==> config.mk <==
export PLATFORM = sky130hd
export DESIGN_NAME = cpu_bcd_decode
export DESIGN_NICKNAME = d
export VERILOG_FILES = /design/src/rtl/cpu_bcd_decode.sv
export SDC_FILE = /design/constraint.sdc
export NUM_CORES = 1
export LEC_CHECK = 0
export ABC_AREA = 1
export CORE_MARGIN = 5
export CORE_UTILIZATION = 40
export DETAILED_ROUTE_END_ITERATION = 6
export GPL_TIMING_DRIVEN = 0
export PLACE_DENSITY = 0.66
export REMOVE_ABC_BUFFERS = 1
export SETUP_SLACK_MARGIN = 0.15
export SYNTH_ARGS = -nofsm -noshare
export SYNTH_HDL_FRONTEND = slang
export SYNTH_SLANG_ARGS = --single-unit
==> constraint.sdc <==
create_clock -name clk -period 1.7 [get_ports clk]
set_input_delay 0.17 -clock clk [delete_from_list [all_inputs] [get_ports clk]]
set_output_delay 0.17 -clock clk [all_outputs]
set_load 0.05 [all_outputs]
==> src/rtl/cpu_bcd_decode.sv <==
// cpu_bcd_decode: sequential three-digit BCD-to-binary reader.
//
// Reads the hundreds, tens and ones bytes from base, base+1 and base+2. It
// then folds them into an 8-bit binary value and flags malformed input.
//
// Optional feature macro: CPU_BCD_DECODE_CHECK_EN
//   defined     -> invalid / overflow are computed from the digits
//   not defined -> invalid / overflow are tied to 0; value is silently
//                  truncated to acc[7:0]; timing is identical
//
// Handshake: start is a request pulse and is sampled only while the block
// is IDLE. A start seen in any other state is dropped, not queued. busy is
// high from the cycle after acceptance through the DONE cycle. done is a
// single-cycle pulse in that DONE cycle. value/invalid/overflow change only
// at the edge into DONE and then hold until the next result.
//
// Memory port: mem_rd is high for one cycle per byte. mem_rdata is taken
// exactly one cycle after the matching mem_rd cycle. mem_addr is 0
// whenever mem_rd is low.
//
// All outputs are registered. The next-state logic also computes their next
// values, so no input reaches an output combinationally.

module cpu_bcd_decode #(
    parameter int ADDR_WIDTH = 12
) (
    input  logic                  clk,
    input  logic                  reset,
    input  logic                  start,
    input  logic [ADDR_WIDTH-1:0] base_addr,
    output logic                  mem_rd,
    output logic [ADDR_WIDTH-1:0] mem_addr,
    input  logic [7:0]            mem_rdata,
    output logic                  busy,
    output logic                  done,
    output logic [7:0]            value,
    output logic                  invalid,
    output logic                  overflow,
    output logic [2:0]            dbg_state
);

    // Sequencer states. IDLE must encode as 0 so that a reset state reads
    // as 0 on dbg_state.
    typedef enum logic [2:0] {
        S_IDLE  = 3'd0,
        S_RD_H  = 3'd1,
        S_RD_T  = 3'd2,
        S_RD_O  = 3'd3,
        S_CAP_O = 3'd4,
        S_DONE  = 3'd5
    } state_t;

    state_t                state_q;
    state_t                state_d;

    logic                  accept;
    logic [ADDR_WIDTH-1:0] base_q;

    // Horner accumulator. Each digit contributes at most 15, so the largest
    // reachable value is 1665, which fits in 11 bits without wrapping.
    logic [10:0]           acc_q;
    logic [10:0]           acc_step;

    logic                  mem_rd_d;
    logic [ADDR_WIDTH-1:0] mem_addr_d;
    logic                  busy_d;
    logic                  done_d;

    assign accept    = (state_q == S_IDLE) && start;
    assign acc_step  = (acc_q * 11'd10) + {7'd0, mem_rdata[3:0]};
    assign dbg_state = state_q;

    // State register.
    always_ff @(posedge clk) begin
        if (reset) begin
            state_q <= S_IDLE;
        end else begin
            state_q <= state_d;
        end
    end

    // Next state plus the next values of the registered memory strobe and
    // address. When leaving IDLE, base_q has not been loaded yet, so the
    // first address comes straight from base_addr.
    always_comb begin
        state_d    = state_q;
        mem_rd_d   = 1'b0;
        mem_addr_d = '0;
        case (state_q)
            S_IDLE: begin
                if (start) begin
                    state_d    = S_RD_H;
                    mem_rd_d   = 1'b1;
                    mem_addr_d = base_addr;
                end
            end
            S_RD_H: begin
                state_d    = S_RD_T;
                mem_rd_d   = 1'b1;
                mem_addr_d = base_q + ADDR_WIDTH'(1);
            end
            S_RD_T: begin
                state_d    = S_RD_O;
                mem_rd_d   = 1'b1;
                mem_addr_d = base_q + ADDR_WIDTH'(2);
            end
            S_RD_O: begin
                state_d = S_CAP_O;
            end
            S_CAP_O: begin
                state_d = S_DONE;
            end
            S_DONE: begin
                state_d = S_IDLE;
            end
            default: begin
                state_d = S_IDLE;
            end
        endcase
    end

    // busy and done follow the state being entered, so they are aligned
    // with that state once registered.
    always_comb begin
        busy_d = (state_d != S_IDLE);
        done_d = (state_d == S_DONE);
    end

    // Registered handshake and memory-port outputs.
    always_ff @(posedge clk) begin
        if (reset) begin
            mem_rd   <= 1'b0;
            mem_addr <= '0;
            busy     <= 1'b0;
            done     <= 1'b0;
        end else begin
            mem_rd   <= mem_rd_d;
            mem_addr <= mem_addr_d;
            busy     <= busy_d;
            done     <= done_d;
        end
    end

    // Latch the base address when a request is accepted.
    always_ff @(posedge clk) begin
        if (reset) begin
            base_q <= '0;
        end else if (accept) begin
            base_q <= base_addr;
        end
    end

    // Accumulate one digit per data cycle. The hundreds byte arrives in RD_T,
    // the tens byte in RD_O and the ones byte in CAP_O. Each request clears
    // acc first, so the hundreds step is just 0*10 + digit.
    always_ff @(posedge clk) begin
        if (reset) begin
            acc_q <= '0;
        end else if (accept) begin
            acc_q <= '0;
        end else if ((state_q == S_RD_T) || (state_q == S_RD_O) ||
                     (state_q == S_CAP_O)) begin
            acc_q <= acc_step;
        end
    end

    // Publish the result at the edge into DONE. acc_step already includes
    // the ones digit at that edge. Reset clears the result; an aborted
    // request never reaches this update.
    always_ff @(posedge clk) begin
        if (reset) begin
            value <= 8'd0;
        end else if (state_q == S_CAP_O) begin
            value <= acc_step[7:0];
        end
    end

`ifdef CPU_BCD_DECODE_CHECK_EN
    logic digit_bad;
    logic inv_q;

    // The whole byte is compared, so 0x10 is invalid even though its low
    // nibble is a legal digit.
    assign digit_bad = (mem_rdata > 8'd9);

    // Sticky malformed-digit flag for the hundreds and tens bytes. The
    // ones byte is folded in directly when the result is published.
    always_ff @(posedge clk) begin
        if (reset) begin
            inv_q <= 1'b0;
        end else if (accept) begin
            inv_q <= 1'b0;
        end else if ((state_q == S_RD_T) || (state_q == S_RD_O)) begin
            inv_q <= inv_q | digit_bad;
        end
    end

    // Flags update together with value and hold with it.
    always_ff @(posedge clk) begin
        if (reset) begin
            invalid  <= 1'b0;
            overflow <= 1'b0;
        end else if (state_q == S_CAP_O) begin
            invalid  <= inv_q | digit_bad;
            overflow <= (acc_step > 11'd255);
        end
    end
`else
    // Without checking, only the low nibble of read data is consumed.
    logic rdata_hi_unused;

    assign rdata_hi_unused = ^mem_rdata[7:4];
    assign invalid         = 1'b0;
    assign overflow        = 1'b0;
`endif

endmodule

* Word-level counts from Yosys, hierarchy flattened *
Cells that the tools add are included.

storage, ports and cells
  register bits = 49
  input bits = 23
  output and inout bits = 28
  logic and storage cells = 30

operators by class
  add/subtract/negate cells = 3
  $mul = 1
  eq/ne operators = 5
  muxes and demuxes = 6
  reduce and logical (&&, ||, !) cells = 7

operator list
  kind                                                                    number
  12-bit one-hot mux with 3 select lines                                  1
  3-bit one-hot mux with 5 select lines                                   1
  12-bit by 1-bit adder with 12-bit output (second input constant)        1
  12-bit by 2-bit adder with 12-bit output (second input constant)        1
  12-bit 2-to-1 mux                                                       1
  11-bit by 4-bit adder with 11-bit output                                1
  11-bit by 3-bit multiplier with 10-bit output (second input constant)   1
  3-bit by 2-bit equality test with 1-bit output (second input constant)  2
  3-bit equality test (second input constant)                             2
  2-bit OR reduction                                                      2
  3-bit by 1-bit equality test with 1-bit output (second input constant)  1
  3-bit logical NOT                                                       1
  3-bit 2-to-1 mux                                                        1
  3-bit nonzero test                                                      1
  1-bit logical OR                                                        2
  1-bit one-hot mux with 2 select lines                                   1
  1-bit logical AND                                                       1
  1-bit 2-to-1 mux                                                        1

* Logic depth before layout (Yosys ltp) *
Gate-level depths: netlist of run 1.

  depth after elaboration = 3
  mapped depth = 11

* Least setup slack after synthesis of run 1 *
Ideal clock, no wire load.

  path type = register to register
  start = register acc_q[1]
  end = register value[7]
  library setup time = 109 ps
  arrival time = 1783 ps
  data required time = 1591 ps
  slack = -192 ps
  cell stages (with the launch flop) = 11
  buffers on the path = 0
  clock period less this slack = 1892 ps
  path through = dfxtp_1 ha_1 ha_1 fa_1 nand3_1 nor2_1 inv_1 nand2_1 nand3_1 nand2_1 inv_1

on the way
  word-level cells in the longest chain between the ends = 2

RTL lines
  item                                           RTL line  RTL
  start: declaration                             61        logic [10:0] acc_q;
  start signal: assignment                       163       acc_q <= acc_step;
  11-bit by 3-bit multiplier with 10-bit output  70        assign acc_step = (acc_q * 11'd10) + {7'd0, mem_rdata[3:0]};
  11-bit by 4-bit adder with 11-bit output       70
  end signal: assignment                         174       value <= acc_step[7:0];
  end: declaration                               36        output logic [7:0] value,

Every way passes these cells.
A chain may end at the register's enable or synchronous reset.

* Worst setup path after layout of run 1 *
  start = register acc_q[3]
  end = register value[7]

The elaborated chain is that of the path after synthesis.

==> run_results.csv, run 1 <==
group,metric,value,unit
sta,max_slew.worst_pin.slew,0.5940,ns
die,fp.dieW,86.93,um
power_and_ir_drop,peak_vdd_ir,0.0005468,V
status,violations_in_the_final_reports,"setup timing",
cells_and_area,syn2layout_area_growth,33.40,%
clock_network,max-clock-path-buffers,2,
clock_network,cts_max_level,2,
sta,timing.final.max_slew_violations,0,
power_and_ir_drop,power_report.internal_total,0.002048,W
logic_synthesis,syn_avg_cell_area,7.109,um^2
power_and_ir_drop,net-switching-power,0.001061,W
logic_synthesis,synth_flop_cell,"dfxtp_1",
sta,report.final.setup_viol,5,
die,ioPinCount,51,
logic_synthesis,async_flop_share,0,%
die,start_util,40.46,%
worst_setup_path,cp_data_required_time,1.91,ns
global_route,gr-usage-all-layers,16.85,%
clock_network,clkTransAtPathRegs,0.09,ns
die,die_height,86.93,um
worst_setup_path,cp.arrival,2.11,ns
logic_synthesis,synth_seq_area_share,38.05,%
power_and_ir_drop,powerDensity,984.3,nW/um^2
worst_setup_path,timing.critical_path.slowest_stage_cell,"fa_2",
clock_network,skew_pair_late_insertion_delay,0.31,ns
sta,finalWorstPathRequiredPeriod,1.896,ns
cells_and_area,post_layout_nonfiller_instances,459,
power_and_ir_drop,p_seq_share,39.7,%
cells_and_area,post_route_cells_drive_above_1_share,15.89,%
min_path,worst_hold_path_type,"primary input to register",
cells_and_area,layout.cells.most_common,"nand2_1",
route,num_vias,2293,
worst_setup_path,timing.critical_path.to_type,"register",
placed_design,gp_routability_congestion,0.8862,
sta,timing.final.hold_violations,0,
worst_setup_path,worstPathBufferInverterCount,2,
cells_and_area,area.sequential,915.9,um^2
cells_and_area,multi_input_comb_area,1354,um^2
route,drt_first_iter_violations,104,
logic_synthesis,synth.ff_latch_count,45,
route,wirelength,5982,um
route,drt_pass1_iterations,4,
cells_and_area,fill_cells,571,
power_and_ir_drop,sw_frac_of_total,34.12,%
power_and_ir_drop,clock_power_share,31.2,%
die,die_area,7557,um^2
placed_design,portBuffers,44,
worst_setup_path,max_stage_delay,0.57,ns
route,drc,0,
logic_synthesis,number_of_distinct_library_cells_after_synthesis,32,
placed_design,numPlacedInstances,444,
route,detail_route.wl_per_cell,13.03,um
job,maxCapViolations,0,
global_route,first_global_vias,2275,
cells_and_area,nets,420,
sta,max_slew_headroom,60.40,%
global_route,antenna_found_initial,0,
cells_and_area,layout_common_cells,"nand2_1, inv_1, dfxtp_1",
logic_synthesis,synth_enable_flop_cells,0,
power_and_ir_drop,combPwrFrac,29.0,%
clock_network,tritoncts,"built",
global_route,overflow,0,
die,coreArea,5851,um^2
clock_network,clock_sinks,45,
worst_setup_path,critical_path_peak_fanout,3,
sta,max_clock_freq,0.5273,GHz
route,detail-route-antenna-nets,0,
global_route,grt_start_max_net_pins,25,
worst_setup_path,r2r_slack,-0.20,ns
sta,hold_slack,0.4326,ns
placed_design,place.detailed.hpwl,4161,um
route,vias_per_cell,4.996,
sta,grt_setup_unrepaired,"true",
cells_and_area,utilization,53.98,%
logic_synthesis,syn-cell-area,2367,um^2
cells_and_area,insertedDiodeCount,0,
clock_network,hold_buffers,0,
worst_setup_path,cp_top_delay_family,"adder cells",
worst_setup_path,crit_chain,"ha_4 -> ha_4 -> fa_2 -> nand3_2 -> nor2_4 -> inv_1 -> nand2_1 -> nand3_1 -> nand2_1 -> inv_1",
clock_network,ctsRootBufferMaster,"clkbuf_8",
clock_network,cts_made_buffers,5,
logic_synthesis,synthesis.instances,333,
die,rows,28,
worst_setup_path,critical_path_launch_point_type,"register",
status,run_status,"finished, violations left",
worst_setup_path,setup.worst_path.class,"register to register",
sta,layout_worst_path_cycle_share,111.6,%
sta,timing.clock.skew,0.008065,ns
logic_synthesis,synth_warnings,0,
power_and_ir_drop,static_power_due_to_leakage,1.504,nW
global_route,wire_length_of_the_first_global_routing_pass,10220,um
sta,post-route-worst-setup-slack,-0.1964,ns
worst register-to-register path, cell delays in order (launching register included):
cell and delay, ns:
dfxtp_4 0.36, ha_4 0.24, ha_4 0.16, fa_2 0.57, nand3_2 0.10, nor2_4 0.11
inv_1 0.05, nand2_1 0.05, nand3_1 0.06, nand2_1 0.08, inv_1 0.03
cell families after synthesis:
| kind of cell | synth area share (%) |
|---|---|
| buffers and inverters | 10.57 |
| XOR/XNOR | 2.220 |
| adder cells (fa/ha/maj) | 8.034 |
| AND/OR/NAND/NOR | 27.91 |
| AO/OA/AOI/OAI | 13.06 |
| other | 0.1584 |
| flip-flops | 38.05 |
cells in the mapped netlist (2+ instances only):
| master | instances | area share, % |
|---|---|---|
| nand2_1 | 70 | 11 |
| dfxtp_1 | 45 | 38 |
| inv_1 | 45 | 7.1 |
| nand3_1 | 35 | 7.4 |
| nor2_1 | 33 | 5.2 |
| a21oi_1 | 18 | 3.8 |
| o21ai_0 | 18 | 3.8 |
| ha_1 | 12 | 6.3 |
| o22ai_1 | 11 | 2.9 |
| inv_2 | 7 | 1.1 |
| xor2_1 | 5 | 1.8 |
| nand2_2 | 4 | 1.1 |
| o211ai_1 | 4 | 1.3 |
| buf_4 | 3 | 0.95 |
| clkbuf_1 | 3 | 0.48 |
| buf_2 | 2 | 0.42 |
| fa_1 | 2 | 1.7 |
| nor2_2 | 2 | 0.53 |
layout make-up:
cell class	count	share of cell area, %
tap	75	2.971
multi-input combinational	228	42.87
sequential	45	29.00
timing repair buffer	51	14.54
inverter	52	6.379
clock buffer	5	2.179
clock inverter	3	2.060
power groups by stage:
stage	clock (W)	combinational [W]	sequential [W]
after floorplan	0	0.000390	0.00144
after global placement	0	0.000837	0.00125
after detailed placement	0	0.000843	0.00126
after CTS	0.000997	0.000871	0.00123
after global routing	0.00103	0.000990	0.00125
final	0.000971	0.000903	0.00123
flip-flops by register name, summed over array words and instances (netlist names):
name / flops
mem_addr: 12
done: 1
mem_rd: 1
value: 8
busy: 1
dbg_state: 3
base_q: 12
acc_q: 7
metal layers:
metal / global-route usage, % / up-vias / part of all wire (%)
li1: - / 1173 / -
met5: 0 / - / 0
met2: 28.64 / 52 / 48
met1: 21.09 / 1059 / 45
met4: 6.232 / 0 / 1.7
met3: 3.217 / 9 / 5.4
metrics by stage:
step / setup WS [ns] / power (W) / cell area [um^2] / setup TNS, ns
floorplan: -0.1955 / 0.001825 / 2316 / -0.7513
global placement: -0.9968 / 0.002091 / 2850 / -24.04
detailed placement: -1.005 / 0.002099 / 2850 / -24.00
CTS: -0.1944 / 0.003098 / 3075 / -0.8336
global route: -0.2651 / 0.003272 / 3158 / -1.160
finish: -0.1964 / 0.003108 / 3158 / -0.8312
worst paths after layout:
path | start | to | depth (start not counted)
setup / recovery | acc_q[3]$_SDFFE_PP0P_ | value[7]$_SDFFE_PP0P_ | 10
setup reg to reg | acc_q[3]$_SDFFE_PP0P_ | value[7]$_SDFFE_PP0P_ | 10
hold reg to reg | value[0]$_SDFFE_PP0P_ | value[0]$_SDFFE_PP0P_ | 2
hold / removal | mem_rdata[0] | acc_q[0]$_SDFFE_PP0P_ | 3
timing repair:
item,4_1_cts,5_1_grt
setup endpoints to repair,68,20
setup buffers,5,2
pin swaps,9,3
resized for setup,48,24
Power figures use the tool's default switching activity.
==> inputs of run 2 (changes only) <==
CORE_MARGIN = 2   (was 5)
==> run 2 against run 1 <==
  * The flow still finishes with violations (setup timing)
  * Sequential share of layout area rose by 0.20 points
  * Global-route usage rose by 1.9 points
  * Sequential cell count did not move
  * Register-to-register slack barely moved
  * First-iteration DRC count rose by 13%
  * Worst hold slack gained 0.018 ns
  * Clock power down 25%
  * Die area down 13%
  * Via count decreased by 0.61%
  * Critical path depth is 3 lower
  * Core utilization about the same
  * Clock-buffer cell count grew 2
  * Critical endpoint is now value[5]$_SDFFE_PP0P_
  * Largest power group unchanged
==> run_results.csv, run 2 (synthesis gave the netlist of run 1 again) <==
group,metric,value,unit
status,run_status,"finished, violations left",
status,violations_in_the_final_reports,"setup timing",
die,start_util,40.71,%
min_path,worst_hold_path_type,"primary input to register",
placed_design,place.detailed.hpwl,4013,um
worst_setup_path,worst_r2r_path_depth,7,
global_route,first_global_vias,2075,
route,vias_per_cell,4.976,
sta,timing.clock.skew,0.006727,ns
route,drt_pass1_iterations,4,
min_path,hold_path_startpoint,"base_addr[5]",
die,die_height,80.93,um
placed_design,portBuffers,44,
global_route,wire_length_of_the_first_global_routing_pass,9528,um
cells_and_area,utilization,53.94,%
cells_and_area,post_route_cells_drive_above_1_share,15.93,%
sta,finalWorstPathRequiredPeriod,1.884,ns
sta,post-route-worst-setup-slack,-0.1843,ns
power_and_ir_drop,peak_vdd_ir,0.0007691,V
placed_design,gp_routability_congestion,0.8460,
sta,report.final.setup_viol,5,
worst_setup_path,setup.worst_path.class,"register to register",
min_path,worst_hold_path.endpoint,"base_q[5]$_SDFFE_PP0P_",
route,drt_first_iter_violations,117,
clock_network,ctsRootBufferMaster,"clkbuf_8",
clock_network,cts_made_buffers,5,
clock_network,hold_buffers,0,
die,rows,28,
cells_and_area,largestRegisters,"base_q: 12 flops, mem_addr: 12 flops, value: 8 flops",
cells_and_area,multi_input_comb_area,1364,um^2
cells_and_area,layout_common_cells,"nand2_1, inv_1, dfxtp_1",
route,drc,0,
power_and_ir_drop,static_power_due_to_leakage,1.492,nW
global_route,grt_start_max_net_pins,25,
cells_and_area,insertedDiodeCount,0,
route,detail_route.wl_per_cell,12.60,um
placed_design,place_ws,-0.9488,ns
cells_and_area,layout.cells.most_common,"nand2_1",
worst_setup_path,timing.critical_path.to_type,"register",
clock_network,skew_pair_late_insertion_delay,0.30,ns
die,coreArea,5816,um^2
sta,max_slew.worst_pin.slew,0.5967,ns
global_route,antenna_found_initial,0,
clock_network,clkTransAtPathRegs,0.08,ns
worst_setup_path,cp_data_required_time,1.90,ns
cells_and_area,nets,419,
sta,grt_setup_unrepaired,"true",
min_path,min_path_cells,3,
clock_network,cts_max_level,2,
worst_setup_path,critical_path_launch_point_type,"register",
cells_and_area,fill_cells,598,
worst_setup_path,cp.arrival,2.08,ns
worst_setup_path,critical_path_peak_fanout,3,
sta,max_slew_headroom,60.18,%
clock_network,tritoncts,"built",
clock_network,max-clock-path-buffers,2,
worst_setup_path,regToRegEndpoint,"value[5]$_SDFFE_PP0P_",
power_and_ir_drop,powerDensity,920.9,nW/um^2
cells_and_area,post_layout_nonfiller_instances,458,
clock_network,clock_sinks,45,
route,wirelength,5773,um
placed_design,numPlacedInstances,444,
sta,layout_worst_path_cycle_share,110.8,%
worst_setup_path,worstReg2RegStart,"acc_q[1]$_SDFFE_PP0P_",
sta,timing.final.hold_violations,0,
die,fp.dieW,80.93,um
global_route,overflow,0,
worst_setup_path,r2r_slack,-0.18,ns
global_route,gr-usage-all-layers,18.75,%
route,num_vias,2279,
job,maxCapViolations,0,
die,ioPinCount,51,
sta,timing.final.max_slew_violations,0,
cells_and_area,syn2layout_area_growth,32.51,%
route,detail-route-antenna-nets,0,
sta,max_clock_freq,0.5307,GHz
die,die_area,6550,um^2
cells_and_area,area.sequential,915.9,um^2
## run 2: cell types whose count changed in the layout (fill, tap and decap cells not counted), sizes merged
cell,change
buf,-1
bufinv,-2
inv,+1
clkinvlp,-1
clkbuf,+2
## run 2: final cells by class
cell class | instances | share of cell area, %
Clock buffer | 7 | 3.071
Clock inverter | 1 | 0.1596
Inverter | 52 | 6.302
Multi-Input combinational cell | 228 | 43.48
Sequential cell | 45 | 29.20
Tap cell | 75 | 2.992
Timing Repair Buffer | 50 | 14.80
## run 2: layer usage
metal  share of wire (%)  vias up  global-route usage (%)
met5                   0        -                       0
met4                0.88        0                   4.915
met3                 5.7        5                   4.889
met2                  48       47                   32.07
met1                  46     1056                   23.39
li1                    -     1171                       -
## run 2: repair_timing
action                                  4_1_cts  5_1_grt
pin swaps                                     9        6
endpoints found under the setup margin       68       16
gates resized for setup                      49       22
endpoints found under the hold margin         0        0
buffers inserted                              5        1
## run 2: stage by stage
step	setup TNS, ns	instance area, um^2	hold WS, ns	total power [W]
floorplan	-0.7513	2316	0.2391	0.001825
global placement	-24.12	2850	0.4757	0.002091
detailed placement	-22.50	2850	0.4787	0.002099
CTS	-0.8724	3068	0.4432	0.002868
global route	-1.145	3137	0.4395	0.003049
finish	-0.7972	3137	0.4507	0.002889
## run 2: where the power goes
group          total [W]  switching [W]  internal, W
clock           0.000728       0.000361     0.000368
combinational   0.000925       0.000599     0.000326
sequential       0.00124      0.0000793      0.00116
total            0.00289        0.00104      0.00185
## run 2: how the worst max path moves through the flow
stage                                startpoint                     end  slack [ns]
after floorplan           acc_q[1]$_SDFFE_PP0P_   value[7]$_SDFFE_PP0P_       -0.20
after global placement                    reset  base_q[3]$_SDFFE_PP0P_       -1.00
after detailed placement                  reset  base_q[3]$_SDFFE_PP0P_       -0.95
after CTS                 acc_q[3]$_SDFFE_PP0P_   value[7]$_SDFFE_PP0P_       -0.19
after global routing      acc_q[3]$_SDFFE_PP0P_   value[7]$_SDFFE_PP0P_       -0.25
final                     acc_q[1]$_SDFFE_PP0P_   value[5]$_SDFFE_PP0P_       -0.18
## run 2: worst max-delay path, cell delays in order (launching register included)
cell and delay (ns):
dfxtp_4 0.36, ha_4 0.27, ha_4 0.12, fa_2 0.47, buf_4 0.17, xor2_2 0.18, o21ai_0 0.16, inv_1 0.06
